[src/rtl/clock_divide_verilog_pkg.sv]
// Shared sizing helpers for the integer clock divider.
package clock_divide_verilog_pkg;

  // Counter width; a width of 1 is kept for illegal small divisors so elaboration reaches the range check.
  function automatic int cnt_width(input int divisor);
    return (divisor < 3) ? 1 : $clog2(divisor);
  endfunction

  function automatic int low_cycles(input int divisor);
    return divisor - (divisor / 2);
  endfunction

  function automatic int high_cycles(input int divisor);
    return divisor / 2;
  endfunction

endpackage

[src/rtl/clock_divide_verilog_counter.sv]
// Modulo-N up counter with synchronous active-high reset; exposes current and next count.
module mod_n_counter
  import clock_divide_verilog_pkg::*;
#(
  parameter int N = 10,
  parameter int W = cnt_width(N)
) (
  input  logic         i_clock,
  input  logic         i_reset,
  output logic [W-1:0] o_count,
  output logic [W-1:0] o_count_next,
  output logic         o_wrap
);

  localparam logic [W-1:0] LAST_C = W'(N - 1);
  localparam logic [W-1:0] ONE_C  = W'(1);
  localparam logic [W-1:0] ZERO_C = '0;

  logic [W-1:0] cnt_q;
  logic [W-1:0] cnt_d;

  // Next count: wrap against N-1 so non-power-of-two moduli never overflow.
  always_comb begin
    cnt_d  = ZERO_C;
    o_wrap = (cnt_q == LAST_C);
    if (i_reset) begin
      cnt_d = ZERO_C;
    end else if (o_wrap) begin
      cnt_d = ZERO_C;
    end else begin
      cnt_d = cnt_q + ONE_C;
    end
  end

  // Count register.
  always_ff @(posedge i_clock) begin
    if (i_reset) begin
      cnt_q <= ZERO_C;
    end else begin
      cnt_q <= cnt_d;
    end
  end

  assign o_count      = cnt_q;
  assign o_count_next = cnt_d;

endmodule

[src/rtl/clock_divide_verilog.sv]
// Integer clock divider: registered square wave of period DIVISOR plus a
// one-cycle strobe in the last input cycle of each output period.
module clock_divide_verilog
  import clock_divide_verilog_pkg::*;
#(
  parameter int DIVISOR = 10
) (
  input  logic i_clock,
  input  logic i_reset,
  output logic o_clock,
  output logic o_tick
);

  localparam int LOW_CYCLES  = low_cycles(DIVISOR);
  localparam int HIGH_CYCLES = high_cycles(DIVISOR);
  localparam int CW          = cnt_width(DIVISOR);

  localparam logic [CW-1:0] LOW_C = CW'(LOW_CYCLES);
  localparam logic [CW-1:0] PRE_C = CW'(DIVISOR - 2);

  if (DIVISOR < 2 || HIGH_CYCLES < 1) begin : g_divisor_range
    $error("clock_divide_verilog: DIVISOR must be at least 2");
  end

  logic [CW-1:0] cnt_s;
  logic [CW-1:0] cnt_next_s;
  logic          wrap_s;
  logic          o_clock_q;
  logic          o_clock_d;
  logic          o_tick_q;
  logic          o_tick_d;

  mod_n_counter #(
    .N (DIVISOR),
    .W (CW)
  ) u_counter (
    .i_clock      (i_clock),
    .i_reset      (i_reset),
    .o_count      (cnt_s),
    .o_count_next (cnt_next_s),
    .o_wrap       (wrap_s)
  );

  // Output decode from the next count; the next count reaches DIVISOR-1
  // exactly when the current count is DIVISOR-2, and the wrap edge always lands low.
  always_comb begin
    o_clock_d = 1'b0;
    o_tick_d  = 1'b0;
    if (i_reset) begin
      o_clock_d = 1'b0;
      o_tick_d  = 1'b0;
    end else begin
      o_clock_d = !wrap_s && (cnt_next_s >= LOW_C);
      o_tick_d  = (cnt_s == PRE_C);
    end
  end

  // Output registers.
  always_ff @(posedge i_clock) begin
    if (i_reset) begin
      o_clock_q <= 1'b0;
      o_tick_q  <= 1'b0;
    end else begin
      o_clock_q <= o_clock_d;
      o_tick_q  <= o_tick_d;
    end
  end

  assign o_clock = o_clock_q;
  assign o_tick  = o_tick_q;

endmodule

[config.mk]
export PLATFORM = sky130hd
export DESIGN_NAME = clock_divide_verilog
export DESIGN_NICKNAME = d
export VERILOG_FILES = /design/src/rtl/clock_divide_verilog_pkg.sv /design/src/rtl/clock_divide_verilog_counter.sv /design/src/rtl/clock_divide_verilog.sv
export SDC_FILE = /design/constraint.sdc
export NUM_CORES = 1
export LEC_CHECK = 0
export ABC_AREA = 1
export CAP_MARGIN = 0
export CORE_AREA = 2 2 39 41
export DETAILED_ROUTE_END_ITERATION = 10
export DIE_AREA = 0 0 41 43
export PLACE_DENSITY = 0.39
export SKIP_LAST_GASP = 1
export SLEW_MARGIN = 20
export SYNTH_ARGS = -nofsm -noshare
export SYNTH_HDL_FRONTEND = slang
export SYNTH_SLANG_ARGS = --single-unit
[constraint.sdc]
create_clock -name i_clock -period 1.68 [get_ports i_clock]
set_input_delay 0.42 -clock i_clock [delete_from_list [all_inputs] [get_ports i_clock]]
set_output_delay 0.42 -clock i_clock [all_outputs]
set_load 0.005 [all_outputs]
==> run_results.csv <==
group,metric,value,unit
global_routing,overflow,0,
clock_network,cts_buffer_depth,2,
cells_and_area,final_nets,42,
detailed_routing,drt_first_pass_iters,2,
global_routing,grt_usage,6.52,%
setup_path,worstSetupPathType,"register to output pin",
floorplan,row_count,14,
global_routing,met3_usage,3.14,%
hold_path,hp-class,"register to register",
sta,fin_tns_setup,0,ns
yosys,synth_fa_ha_area_share,0,%
detailed_routing,drtIter0Drc,2,
setup_path,crit_path_start,"o_tick",
clock_network,post_cts_buffers,0,
yosys,netlist.area_leader.share,51.9,%
detailed_routing,wl_per_cell,7.67,um
yosys,synth_top_area_cell,"dfxtp_1",
detailed_routing,ant_nets,0,
setup_path,worstReg2RegStart,"u_counter.o_count[0]",
setup_path,crit_chain,"clkdlybuf4s50_1",
pwr,p_leak,0.140,nW
sta,rsz0062_at_grt,"false",
clock_network,cts.sinks,6,
clock_network,cts_made_buffers,3,
floorplan,die_y,43,um
yosys,synth_area_leaders,"dfxtp_1, nand2_1, inv_1",
cells_and_area,syn_to_final_growth,31.4,%
setup_path,cp.arrival,1.02,ns
yosys,synth_compound_area_share,9.73,%
global_routing,grt_max_degree,7,
job,maxCapViolations,0,
sta,maxSlewHeadroom,85.2,%
clock_network,cts_tree,"done",
yosys,synth_xor_area_share,0,%
detailed_routing,vias,203,
sta,hold_violations,0,
pwr,peakVddDrop,163,uV
sta,period_share,85.9,%
yosys,ys_warn_count,0,
run_status,status,"complete, no violations",
global_routing,antenna_found_initial,0,
sta,fin_hold_ws,0.496,ns
cells_and_area,diodes,0,
yosys,yosysSeqAreaShare,51.9,%
clock_network,cts_resized,0,
yosys,synth_cell_types,11,
global_routing,grt_first_pass_wirelength,703,um
floorplan,dieArea,1760,um2
global_routing,grt_most_used_layer,"met2",
sta,maxSlewViolCount,0,
cells_and_area,drive_gt1_share,7.89,%
setup_path,cp_slowest_cell,"clkdlybuf4s50_1",
global_routing,grt_util_met1,6.73,%
detailed_routing,routed_via_density,3.76,
setup_path,crit_buf_inv,1,
clock_network,insertion_delay,0.24,ns
pwr,power.density,1000,nW/um2
placed_design,gp_congestion,0.648,
clock_network,hold_buffers,0,
cells_and_area,n_fill_cell,156,
hold_path,hp-start,"u_counter.o_count[0]",
yosys,synth_top_family_by_area,"simple AND/OR/NAND/NOR gates",
sta,fmax,0.693,GHz
floorplan,die_w,41,um
cells_and_area,utilization,22.0,%
detailed_routing,drt-total-wl,414,um
clock_network,h-tree-depth,1,
setup_path,cpLargestDelayFamily,"buffers and inverters",
sta,period_minus_slack,1.44,ns
floorplan,start_util,16.7,%
global_routing,grt_use_met2,8.13,%
yosys,avgSynthCellArea,7.23,um2
sta,finClkSkew,0.00340,ns
clock_network,cts.clk_slew.worst_paths,0.04,ns
yosys,synthSimpleGateAreaFrac,27.0,%
placed_design,io_buffers,3,
detailed_routing,drc,0,
pwr,p_total,0.305,mW
yosys,syn_inst,32,
yosys,syn_nets,34,
floorplan,core,1380,um2
yosys,syn_area,231,um2
floorplan,pin_count,4,
yosys,ys_ff_latch,6,
sta,worst_pin_slew,0.220,ns
yosys,muxShareOfSynthArea,0,%
placed_design,hpwl,300,um
clock_network,root_buffer,"clkbuf_4",
setup_path,slowest_delay,0.49,ns
setup_path,end_kind,"output pin",
sta,finalSetupViolations,0,
global_routing,grt_pass1_vias,188,
setup_path,worst-path-max-fanout,1,
setup_path,worstSetupStartpointType,"register",
setup_path,critPathRequiredTime,1.26,ns
-- layout make-up --
cell class	count	area, um2	area share [%]
multi-input combinational	19	85.1	28.0
inverter	7	26.3	8.64
timing repair buffer	3	30.0	9.88
clock buffer	3	22.5	7.41
tap	16	20.0	6.58
sequential	6	120	39.5
-- cells in the final DEF, fill, tap and decap left out --
| cell type | synthesis | routed |
|---|---|---|
| clkbuf_4 | 0 | 3 |
| dfxtp_1 | 6 | 6 |
| nand4_1 | 1 | 1 |
| clkdlybuf4s50_1 | 0 | 3 |
| inv_1 | 7 | 7 |
| nand3_1 | 1 | 1 |
| a21oi_1 | 1 | 1 |
| o211ai_1 | 1 | 1 |
| o21ai_0 | 1 | 1 |
| o21ai_1 | 1 | 1 |
| nor2_1 | 4 | 4 |
| nor4_1 | 1 | 1 |
| nand2_1 | 8 | 8 |
-- synthesized netlist by cell type, drive strengths merged --
master  instances
nor4            1
a21oi           1
nand3           1
dfxtp           6
inv             7
nor2            4
nand2           8
o21ai           2
nand4           1
o211ai          1
-- cells by family (layout without fill, tap and decap cells) --
group                  after synthesis  count (layout)
AND/OR/NAND/NOR                     15              15
buffers and inverters                7              13
flip-flops                           6               6
AO/OA/AOI/OAI                        4               4
-- layer usage --
layer  wire length, um  part of all wire [%]
met4                 0                     0
met1               199                    48
met2               193                    47
met3                21                   5.1
met5                 0                     0
-- power by group --
part           internal [mW]  switching, mW
clock                 0.0807         0.0504
combinational        0.00820         0.0103
sequential             0.149        0.00649
-- registers in the layout, indices dropped and copies added, names as in the netlist --
| signal | flops |
|---|---|
| o_clock | 1 |
| u_counter.o_count | 4 |
| o_tick | 1 |
-- worst paths after layout --
kind                          end  slack (ns)  cells after the start
max reg2reg               o_clock        0.77                      5
max                        o_tick        0.24                      1
min reg2reg  u_counter.o_count[0]        0.50                      1
min          u_counter.o_count[0]        0.50                      1
-- metrics by stage --
| stage | instances | instance area (um2) | setup WS [ns] |
|---|---|---|---|
| 2_1_floorplan | 32 | 231 | 0.871 |
| 5_1_grt | 54 | 304 | 0.166 |
| 4_1_cts | 54 | 304 | 0.219 |
| 6_report | 54 | 304 | 0.237 |
| 3_5_place_dp | 51 | 282 | 0.323 |
| 3_3_place_gp | 51 | 282 | 0.300 |
Note: power is estimated with default switching activity, not from simulation.
